## src/rtl/health_pkg.sv

```systemverilog
// Shared definitions for the health indicator family: annunciator state
// encodings, default cadence constants and a small sizing helper.
package health_pkg;

  localparam logic [1:0] ST_IDLE     = 2'd0;
  localparam logic [1:0] ST_BEEP_ON  = 2'd1;
  localparam logic [1:0] ST_BEEP_OFF = 2'd2;
  localparam logic [1:0] ST_SILENCED = 2'd3;

  // Cadence defaults are shared with the blinker so both indicators agree.
  localparam int DEF_ON_CYCLES      = 4;
  localparam int DEF_OFF_CYCLES     = 4;
  localparam int DEF_SILENCE_CYCLES = 16;
  localparam int DEF_COUNT_W        = 8;

  function automatic int max3(input int a, input int b, input int c);
    int m;
    m = (a > b) ? a : b;
    return (m > c) ? m : c;
  endfunction

endpackage

```

## src/rtl/phase_timer.sv

```systemverilog
// Loadable down-counter that measures one phase of the buzzer cadence.
// A phase of N cycles is timed by loading N-1; expired is high at zero.
module phase_timer #(
  parameter int W = 4
) (
  input  logic         clk,
  input  logic         reset,
  input  logic         load,
  input  logic [W-1:0] load_val,
  output logic         expired
);

  logic [W-1:0] r_count;

  // Load has priority; otherwise count down and rest at zero.
  always_ff @(posedge clk) begin
    if (reset) begin
      r_count <= '0;
    end else if (load) begin
      r_count <= load_val;
    end else if (r_count != '0) begin
      r_count <= r_count - 1'b1;
    end
  end

  assign expired = (r_count == '0);

endmodule

```

## src/rtl/alarm_annunciator.sv

```systemverilog
// Turns the latched alarm level into an on/off buzzer cadence with an
// operator silence hold-off and a saturating alarm event counter.
module alarm_annunciator
  import health_pkg::*;
#(
  parameter int ON_CYCLES      = DEF_ON_CYCLES,
  parameter int OFF_CYCLES     = DEF_OFF_CYCLES,
  parameter int SILENCE_CYCLES = DEF_SILENCE_CYCLES,
  parameter int COUNT_W        = DEF_COUNT_W
) (
  input  logic               clk,
  input  logic               reset,
  input  logic               alarm_in,
  input  logic               silence_btn,
  output logic               buzzer,
  output logic               silenced,
  output logic               active,
  output logic [COUNT_W-1:0] event_count
);

  localparam int MAX_CYCLES = max3(ON_CYCLES, OFF_CYCLES, SILENCE_CYCLES);
  localparam int TW         = (MAX_CYCLES > 1) ? $clog2(MAX_CYCLES) : 1;

  localparam logic [TW-1:0] ON_LOAD  = TW'(ON_CYCLES - 1);
  localparam logic [TW-1:0] OFF_LOAD = TW'(OFF_CYCLES - 1);
  localparam logic [TW-1:0] SIL_LOAD = TW'(SILENCE_CYCLES - 1);

  logic [1:0]         r_state;
  logic               r_alarmQ;
  logic               r_btnQ;
  logic [COUNT_W-1:0] r_eventCount;

  logic [1:0]    w_nextState;
  logic          w_load;
  logic [TW-1:0] w_loadVal;
  logic          w_expired;
  logic          w_alarmRise;
  logic          w_silEdge;

  assign w_alarmRise = alarm_in & ~r_alarmQ;
  assign w_silEdge   = silence_btn & ~r_btnQ;

  phase_timer #(
    .W(TW)
  ) u_phaseTimer (
    .clk     (clk),
    .reset   (reset),
    .load    (w_load),
    .load_val(w_loadVal),
    .expired (w_expired)
  );

  // Alarm drop beats everything; a silence edge beats timer expiry.
  always_comb begin
    w_nextState = r_state;
    w_load      = 1'b0;
    w_loadVal   = ON_LOAD;
    if (!alarm_in) begin
      w_nextState = ST_IDLE;
    end else begin
      case (r_state)
        ST_IDLE: begin
          w_nextState = ST_BEEP_ON;
          w_load      = 1'b1;
          w_loadVal   = ON_LOAD;
        end
        ST_BEEP_ON, ST_BEEP_OFF: begin
          if (w_silEdge) begin
            w_nextState = ST_SILENCED;
            w_load      = 1'b1;
            w_loadVal   = SIL_LOAD;
          end else if (w_expired) begin
            w_nextState = (r_state == ST_BEEP_ON) ? ST_BEEP_OFF : ST_BEEP_ON;
            w_load      = 1'b1;
            w_loadVal   = (r_state == ST_BEEP_ON) ? OFF_LOAD : ON_LOAD;
          end
        end
        ST_SILENCED: begin
          if (w_silEdge) begin
            w_load    = 1'b1;
            w_loadVal = SIL_LOAD;
          end else if (w_expired) begin
            w_nextState = ST_BEEP_ON;
            w_load      = 1'b1;
            w_loadVal   = ON_LOAD;
          end
        end
        default: w_nextState = ST_IDLE;
      endcase
    end
  end

  always_ff @(posedge clk) begin
    if (reset) begin
      r_state  <= ST_IDLE;
      r_alarmQ <= 1'b0;
      r_btnQ   <= 1'b0;
    end else begin
      r_state  <= w_nextState;
      r_alarmQ <= alarm_in;
      r_btnQ   <= silence_btn;
    end
  end

  // Counts alarm onsets across drops; only reset clears it.
  always_ff @(posedge clk) begin
    if (reset) begin
      r_eventCount <= '0;
    end else if (w_alarmRise && (r_eventCount != '1)) begin
      r_eventCount <= r_eventCount + 1'b1;
    end
  end

  assign buzzer      = (r_state == ST_BEEP_ON);
  assign silenced    = (r_state == ST_SILENCED);
  assign active      = (r_state != ST_IDLE);
  assign event_count = r_eventCount;

endmodule

```

## config.mk

```make
export PLATFORM = sky130hd
export DESIGN_NAME = alarm_annunciator
export DESIGN_NICKNAME = d
export VERILOG_FILES = /design/src/rtl/health_pkg.sv /design/src/rtl/phase_timer.sv /design/src/rtl/alarm_annunciator.sv
export SDC_FILE = /design/constraint.sdc
export NUM_CORES = 1
export LEC_CHECK = 0
export ABC_AREA = 1
export CORE_ASPECT_RATIO = 1.1
export CORE_UTILIZATION = 51
export DETAILED_ROUTE_END_ITERATION = 8
export HOLD_SLACK_MARGIN = 0.05
export PLACE_DENSITY = 0.83
export SYNTH_ARGS = -nofsm -noshare
export SYNTH_HDL_FRONTEND = slang
export SYNTH_SLANG_ARGS = --single-unit
```

## constraint.sdc

```tcl
create_clock -name clk -period 1.8 [get_ports clk]
set_clock_uncertainty 0.05 [all_clocks]
set_input_delay 0.18 -clock clk [delete_from_list [all_inputs] [get_ports clk]]
set_output_delay 0.18 -clock clk [all_outputs]
set_load 0.01 [all_outputs]
```

==> results of run 1 <==
-- logic make-up (layout without fill, tap and decap cells) --
family	count (synthesis)	after routing	synth area share
flip-flops	16	16	0.3469
XOR/XNOR	5	5	0.04742
adder cells (fa/ha/maj)	6	6	0.08130
buffers and inverters	24	42	0.09891
AND/OR/NAND/NOR	65	65	0.3360
AO/OA/AOI/OAI	15	15	0.08943
-- state kept, by name, indices dropped and copies added (netlist names) --
register	cells
r_state	2
r_btnQ	1
r_alarmQ	1
u_phaseTimer.r_count	4
event_count	8
-- layer usage --
layer	GRT usage	vias to the layer above
met1	0.2717	380
met5	0	-
met3	0.03922	0
li1	-	442
met2	0.3569	27
met4	0.03750	0
-- critical path, stage by stage (launching register included) --
cell and delay, ps:
dfxtp_1 330, inv_1 100, ha_1 200, clkdlybuf4s50_1 540
-- layout make-up --
class	instances	area share
Timing Repair Buffer	15	0.1332
Tap cell	17	0.01887
Clock buffer	4	0.03219
Sequential cell	16	0.2852
Multi-Input combinational cell	91	0.4539
Inverter	23	0.07658
-- through the flow --
stage | utilization | area [um^2] | setup WS [ps] | hold WS, ps | power [mW]
6_report | 0.6904 | 1127 | 115.7 | 377.0 | 0.8829
3_5_place_dp | 0.6659 | 1087 | 314.8 | 473.6 | 0.6525
2_1_floorplan | - | 923.4 | 488.6 | 237.0 | 0.5854
5_1_grt | 0.6904 | 1127 | 31.07 | 384.2 | 0.9402
3_3_place_gp | 0.6659 | 1087 | 360.5 | 465.6 | 0.6384
4_1_cts | 0.6889 | 1125 | 44.11 | 379.3 | 0.8878
-- synthesized netlist by cell type --
| library cell | number |
|---|---|
| nor3_1 | 1 |
| ha_1 | 6 |
| dfxtp_1 | 16 |
| nand2_2 | 2 |
| or2_1 | 1 |
| nor2_4 | 3 |
| nand3_1 | 6 |
| inv_2 | 1 |
| o21ai_1 | 4 |
| nand3_2 | 1 |
| o21ai_0 | 4 |
| and2_1 | 1 |
| buf_2 | 1 |
| nor2_1 | 17 |
| inv_1 | 22 |
| xor2_1 | 4 |
| nand4_1 | 2 |
| nand2_1 | 29 |
| xnor2_1 | 1 |
| a21oi_1 | 5 |
| a21oi_2 | 2 |
| nor3_2 | 1 |
| nand2_4 | 1 |
-- power by group --
group          internal (mW)  total, mW  switching (mW)  leakage [nW]
registers              0.388      0.406          0.0178         0.132
logic                 0.0991      0.237           0.138         0.346
clock network          0.123      0.240           0.117        0.0210
-- final timing paths --
kind,start,end
max,r_state[1],buzzer
min,silence_btn,r_btnQ
max reg2reg,event_count[0],event_count[1]
min reg2reg,r_state[0],r_state[0]
-- cell usage in the layout (no fill, tap or decap) --
master / netlist / layout
buf_4: 0 / 1
nor2_1: 17 / 17
nand2_4: 1 / 1
ha_1: 6 / 6
nand3_2: 1 / 1
nor3_1: 1 / 1
xnor2_1: 1 / 1
o21ai_0: 4 / 4
nand3_1: 6 / 6
xor2_1: 4 / 4
a21oi_2: 2 / 2
a21oi_1: 5 / 5
nor3_2: 1 / 1
inv_2: 1 / 1
nand4_1: 2 / 2
or2_1: 1 / 1
nand2_2: 2 / 2
inv_1: 22 / 22
clkbuf_4: 0 / 3
dfxtp_1: 16 / 15
dfxtp_2: 0 / 1
and2_1: 1 / 1
o21ai_1: 4 / 4
nand2_1: 29 / 29
dlymetal6s2s_1: 0 / 1
clkdlybuf4s50_1: 0 / 13
clkbuf_8: 0 / 1
nor2_4: 3 / 3
==> metrics.md, run 1 <==
| Metric | Value |
|---|---|
| Fillers | `131` |
| Seq/Total Area, Yosys | `0.3469` |
| Area delta synth->final | `22.09%` |
| Crit-path max FO | `3` |
| Ys Warns | `0` |
| Clock latency at the later pin of the worst-skew pair | `290 ps` |
| Mean Syn Cell Area | `7.049 um^2` |
| Mapped cell area | `923.4 um^2` |
| Register area | `321.6 um^2` |
| Avg WL per Cell | `10.89 um` |
| Clk slew on worst S/H paths | `100 ps` |
| Static Leak | `0.4987 nW` |
| MaxCap Viol Count | `0` |
| Initial antenna violation count | `0` |
| Residual DRC | `0` |
| DR vias | `849` |
| Area leader, netlist | `dfxtp_1` |
| CP Launch Type | `register` |
| CTS H-Tree Depth | `1` |
| Fin. max-slew vios | `0` |
| Routed WL | `1.808 mm` |
| Met2 wire length | `875 um` |
| PortBufs | `14` |
| Post-Syn Instances | `131` |
| Final Hold Violating Endpoints | `0` |
| R2R setup slack | `340 ps` |
| Minimum clock period after layout | `1684 ps` |
| Layout net count | `160` |
| Status | `complete, no violations` |
| Area of the multi-input gates | `511.7 um^2` |
| Root Buffer | `clkbuf_4` |
| Synth top area share | `0.3469` |
| Die Span Y | `46.63 um` |
| Initial drt markers | `32` |
| Gr usage total | `0.2063` |
| Max Fclk | `593.7 MHz` |
| DRT Pass-1 Iters | `4` |
| Ant diodes | `0` |
| Period utilization | `0.9357` |
| CTS Buf Count | `3` |
| Critical path capture point type | `output port` |
| Met3 WL | `91 um` |
| Routability cong. | `0.8291` |
| Worst slew pin tran | `264.8 ps` |
| Hold depth | `3` |
| Slew Limit Headroom | `0.8221` |
| Die extent in x | `42.57 um` |
| WP data arrival | `1450 ps` |
| RSZ-0062 raised after global routing | `no` |
| Core Box Area | `0.001633 mm^2` |
| Placed Cells | `162` |
| CTS tree | `yes` |
| Fin Setup TNS | `0 ps` |
| Final setup vio count | `0` |
| Cts repair resizes | `1` |
| Layout Cells excl Fill | `166` |
| Initial core utilization | `0.5655` |
| Mapped Nets | `141` |
| Die ar. | `0.001985 mm^2` |
| DR top layer | `met3` |
| PD cells | `783.1 mW/mm^2` |
| Maximum root-to-sink buffer count | `2` |
| Type of the most critical hold path | `input pin to register` |
| # hold bufs at CTS | `0` |
| DP HPWL | `1.415 mm` |
| Maximum vdd ir drop | `458.1 uV` |
| Worst path required time | `1570 ps` |
| Vias per cell | `5.114` |
| ANT nets after route | `0` |
| Ratio of cells with drive above 1 in the final layout | `0.1141` |
| CTS Sinks | `16` |
| Overflow left after global routing | `0` |
| Cell Rows | `15` |
| Vias in the first global route | `735` |
| Synth unique cells | `23` |
| Post-synthesis register bit count | `16` |
| Top cells by area, synth | `dfxtp_1 (35%), nand2_1 (12%), inv_1 (8.9%)` |
| Largest net degree at the start of global routing | `10` |
| R2R depth | `8` |
| First-pass GRT wire length | `3.139 mm` |
| Setup Fix Bufs, Post-CTS | `0` |
| Routed length on met1 | `841 um` |
| Critical path class | `register to output port` |
| Io pins | `15` |
(Power assumes the default switching activity.)
==> inputs of run 2 (changes only) <==
- CORE_UTILIZATION: 51 -> 50
- PLACE_DENSITY: 0.83 -> 0.81
==> run 2 against run 1 <==
Compared with the run above: setup slack worse by 31 ps; sequential share of layout area is 0.063 points higher; flip-flop and latch count unchanged; die area rose by 1.9%; global-route usage is 2.6 points lower; clock-buffer cell count did not move; critical path depth grew 1; total power is 0.18% lower; fmax shrank 1.8%; via count down 1.2%; critical endpoint is now active.
==> metrics.md, run 2 (synthesized netlist as in run 1, its figures left out) <==
| Metric | Value |
|---|---|
| Status | `complete, no violations` |
| Layout Cells excl Fill | `166` |
| Maximum root-to-sink buffer count | `2` |
| Register area | `321.6 um^2` |
| CTS Sinks | `16` |
| Gr usage total | `0.1799` |
| Ant diodes | `0` |
| Critical path class | `register to output port` |
| CTS Buf Count | `3` |
| Initial antenna violation count | `0` |
| Fin Setup TNS | `0 ps` |
| Final setup vio count | `0` |
| Placed Cells | `162` |
| Final Util | `0.6811` |
| Layout net count | `160` |
| Clock latency at the later pin of the worst-skew pair | `290 ps` |
| Cell Rows | `15` |
| Largest net degree at the start of global routing | `10` |
| Avg WL per Cell | `10.34 um` |
| Commonest non-fill, non-tap cell in the layout | `nand2_1` |
| Fin. max-slew vios | `0` |
| DR vias | `839` |
| Cts repair resizes | `0` |
| Slowest cell delay on critical path | `520 ps` |
| Setup Fix Bufs, Post-CTS | `0` |
| Overflow left after global routing | `0` |
| Clk slew on worst S/H paths | `90 ps` |
| Static Leak | `0.4849 nW` |
| RSZ-0062 raised after global routing | `no` |
| Final Hold Violating Endpoints | `0` |
| Period utilization | `0.9529` |
| Largest register FFs | `8` |
| Power consumption | `881.3 uW` |
| Global Route met1 Usage | `0.2079` |
| Die extent in x | `42.98 um` |
| Initial core utilization | `0.5591` |
| Core Box Area | `0.001652 mm^2` |
| Most frequent cells in the layout | `nand2_1 (29), inv_1 (22), nor2_1 (17), dfxtp_1 (15), clkdlybuf4s50_1 (14)` |
| Fillers | `143` |
| Worst path required time | `1570 ps` |
| Met2 usage | `0.3061` |
| Initial drt markers | `8` |
| Worst slew pin tran | `254.8 ps` |
| # hold bufs at CTS | `0` |
| CP Buf/Inv Count | `3` |
| Most frequent CP cell | `inv_1` |
| Routability cong. | `0.7543` |
| First-pass GRT wire length | `2.670 mm` |
| CP top delay family | `buffers and inverters` |
| Crit-path cells | `inv_1, ha_1, inv_1, clkdlybuf4s50_1` |
| Die ar. | `0.002023 mm^2` |
| Crit-path max FO | `3` |
| PortBufs | `14` |
| Vias per cell | `5.054` |
| Io pins | `15` |
| Slew Limit Headroom | `0.8288` |
| Type of the most critical hold path | `input pin to register` |
| Maximum vdd ir drop | `547.0 uV` |
| Met3 Track Usage GR | `0.06923` |
| MaxCap Viol Count | `0` |
| WP data arrival | `1490 ps` |
| Die Span Y | `47.07 um` |
| Top Usage Layer GRT | `met2` |
| Root Buffer | `clkbuf_4` |
| Max Fclk | `583.0 MHz` |
| Stages on the worst setup path | `4` |
| Routed WL | `1.716 mm` |
| Area delta synth->final | `21.82%` |
| CTS tree | `yes` |
| Hold depth | `3` |
| R2R depth | `7` |
| DP HPWL | `1.376 mm` |
| Residual DRC | `0` |
| Cell at the slowest stage of the critical path | `clkdlybuf4s50_1` |
| CP Launch Type | `register` |
| Critical path capture point type | `output port` |
| PD cells | `783.5 mW/mm^2` |
| Ratio of cells with drive above 1 in the final layout | `0.1141` |
| Area of the multi-input gates | `511.7 um^2` |
| ANT nets after route | `0` |
| DRT Pass-1 Iters | `4` |
| Minimum clock period after layout | `1715 ps` |
| CTS H-Tree Depth | `1` |
| Vias in the first global route | `683` |
| WHS | `417.9 ps` |
run 2: changes by cell type in the layout (fill, tap and decap cells not counted):
cell             delta
clkdlybuf4s50_1     +1
dlymetal6s2s_1      -1
run 2: power by group:
part	switching, mW	internal, mW
Combinational	0.135	0.0999
Sequential	0.0172	0.388
Clock	0.118	0.123
run 2: stage by stage:
| stage | cell area, um^2 | setup slack (ps) |
|---|---|---|
| 2_1_floorplan | 923.4 | 488.6 |
| 3_3_place_gp | 1087 | 390.4 |
| 3_5_place_dp | 1087 | 356.2 |
| 4_1_cts | 1124 | 26.00 |
| 5_1_grt | 1125 | 26.34 |
| 6_report | 1125 | 84.77 |
run 2: worst paths after layout:
path                from          to  slack, ps
max reg2reg   r_state[1]  r_state[1]        390
max           r_state[1]      active         80
min          silence_btn      r_btnQ        420
min reg2reg   r_state[0]  r_state[0]        470
run 2: tightest hold or removal path, delay by kind of cell:
family | cells | cell delay [ps]
and+or+nand+nor | 1 | 40
buffers and inverters | 2 | 510
run 2: area by class of cell:
cell class              count  area share
clock buffers               4     0.03226
inverters                  23     0.07675
multi-input cells          91      0.4549
flip-flops and latches     16      0.2859
well taps                  17     0.01891
repair buffers             15      0.1313
run 2: routing by layer:
layer | wire [um] | share of wire
met2 | 828 | 0.48
met5 | 0 | 0
met4 | 28 | 0.016
met1 | 791 | 0.46
met3 | 68 | 0.040
==> inputs of run 3 (changes only) <==
- CORE_MARGIN: not set -> 5
==> run 3 against run 2 <==
Compared with the run above: critical path depth is 1 lower; setup slack improved by 23 ps; sequential power hardly changed; first-iteration DRC count increased to 2.5 times the previous value; via count down 3.2%; global-route usage fell by 3.0 points; register-to-register slack about the same; combinational power barely moved; sequential share of layout area grew 0.26 points; clock power shrank 24%; critical endpoint is now buzzer; core utilization down 4.8 points; routed wire length increased by 4.8%.
==> metrics.md, run 3 (synthesized netlist as in run 1, its figures left out) <==
| Metric | Value |
|---|---|
| Status | `complete, no violations` |
| Worst path required time | `1570 ps` |
| Routed length on met1 | `866 um` |
| Avg WL per Cell | `10.84 um` |
| Largest register FFs | `8` |
| Initial drt markers | `20` |
| Critical path class | `register to output port` |
| ANT nets after route | `0` |
| Setup slack after layout | `107.7 ps` |
| Routability cong. | `0.8689` |
| Met3 WL | `74 um` |
| Crit-path cells | `inv_1, ha_1, clkdlybuf4s50_1` |
| Ant diodes | `0` |
| RSZ-0062 raised after global routing | `no` |
| MaxCap Viol Count | `0` |
| Worst slew pin tran | `280.5 ps` |
| Initial antenna violation count | `0` |
| Crit-path max FO | `3` |
| Root Buffer | `clkbuf_4` |
| CTS tree | `yes` |
| R2R Path End | `event_count[7]` |
| Gr usage total | `0.1502` |
| Hold depth | `3` |
| First-pass GRT wire length | `3.180 mm` |
| Area delta synth->final | `20.73%` |
| Minimum clock period after layout | `1692 ps` |
| Die extent in x | `50.98 um` |
| DRT Pass-1 Iters | `6` |
| Initial core utilization | `0.5241` |
| PD cells | `739.5 mW/mm^2` |
| Cell at the slowest stage of the critical path | `clkdlybuf4s50_1` |
| Final Hold Violating Endpoints | `0` |
| Power consumption | `824.5 uW` |
| Ratio of cells with drive above 1 in the final layout | `0.1081` |
| Static Leak | `0.4915 nW` |
| WP data arrival | `1460 ps` |
| Fin Setup TNS | `0 ps` |
| CP Buf/Inv Count | `2` |
| CP top delay family | `buffers and inverters` |
| Fin. max-slew vios | `0` |
| Worst r2r src | `event_count[1]` |
| Setup Fix Bufs, Post-CTS | `0` |
| # hold bufs at CTS | `0` |
| Vias in the first global route | `772` |
| CTS Sinks | `16` |
| Most frequent cells in the layout | `nand2_1 (29), inv_1 (22), nor2_1 (17), dfxtp_1 (15), clkdlybuf4s50_1 (13)` |
| Met2 wire length | `826 um` |
| Largest net degree at the start of global routing | `9` |
| CTS Buf Count | `3` |
| Max Fclk | `590.9 MHz` |
| Io pins | `15` |
| Clk slew on worst S/H paths | `90 ps` |
| Clock latency at the later pin of the worst-skew pair | `280 ps` |
| Slew Limit Headroom | `0.8116` |
| Worst slack, placed | `329.2 ps` |
| CTS H-Tree Depth | `1` |
| Cell Rows | `16` |
| Final Util | `0.6328` |
| Slowest cell delay on critical path | `550 ps` |
| Core Box Area | `0.001762 mm^2` |
| DR top layer | `met4` |
| Cts repair resizes | `0` |
| Period utilization | `0.9402` |
| Critical path capture point type | `output port` |
| Commonest non-fill, non-tap cell in the layout | `nand2_1` |
| Die Span Y | `55.07 um` |
| Maximum root-to-sink buffer count | `2` |
| Overflow left after global routing | `0` |
| Hold path endpoint | `r_btnQ` |
| PortBufs | `14` |
| R2R setup slack | `400 ps` |
| DR vias | `812` |
| CP Launch Type | `register` |
| Routed WL | `1.799 mm` |
| Hold Crit Start | `silence_btn` |
| Type of the most critical hold path | `input pin to register` |
| Layout net count | `160` |
| R2R depth | `8` |
| DP HPWL | `1.412 mm` |
| Residual DRC | `0` |
| Vias per cell | `4.892` |
| Final setup vio count | `0` |
| Maximum vdd ir drop | `498.9 uV` |
| Die ar. | `0.002807 mm^2` |
-- run 3: cell types whose count changed in the layout (fill, tap and decap cells not counted), sizes merged --
cell,delta
clkbuf,-1
clkdlybuf4s50,-1
dlymetal6s2s,+1
-- run 3: cell type report --
cell class                 count  area, um^2
clock buffer                   3       22.52
fill                         157       646.9
inverter                      23       86.33
multi-input combinational     91       511.7
sequential                    16       321.6
tap                           18       22.52
timing repair buffer          15       150.1
-- run 3: how the worst max path moves through the flow --
stage / slack (ps) / from / to / cells past startpoint
final: 110 / r_state[1] / buzzer / 3
after global routing: 30 / r_state[1] / buzzer / 3
after CTS: 0.2 / r_state[0] / active / 4
after detailed placement: 330 / r_state[0] / active / 4
after global placement: 360 / r_state[0] / active / 4
after floorplan: 490 / event_count[1] / event_count[0] / 8
-- run 3: layer usage --
layer	track usage	vias to the layer above
met2	0.2438	18
met4	0.08511	0
met1	0.1833	353
met3	0.03485	4
li1	-	437
met5	0	-
-- run 3: metrics by stage --
| step | std cells | cell area, um^2 | hold WS [ps] |
|---|---|---|---|
| after floorplan | 131 | 923.4 | 237.0 |
| after global placement | 163 | 1089 | 463.7 |
| after detailed placement | 163 | 1089 | 486.7 |
| after CTS | 166 | 1111 | 385.9 |
| after global routing | 166 | 1115 | 397.3 |
| final | 166 | 1115 | 386.6 |
-- run 3: tightest hold or removal path, cell delays in order --
cell and delay [ps]:
clkdlybuf4s50_1 410, inv_1 60, nor2_1 30
-- run 3: report_power, final --
| part | internal, mW | total (mW) | switching [mW] |
|---|---|---|---|
| combinational | 0.0988 | 0.232 | 0.134 |
| clock | 0.0776 | 0.185 | 0.108 |
| sequential | 0.388 | 0.407 | 0.0186 |
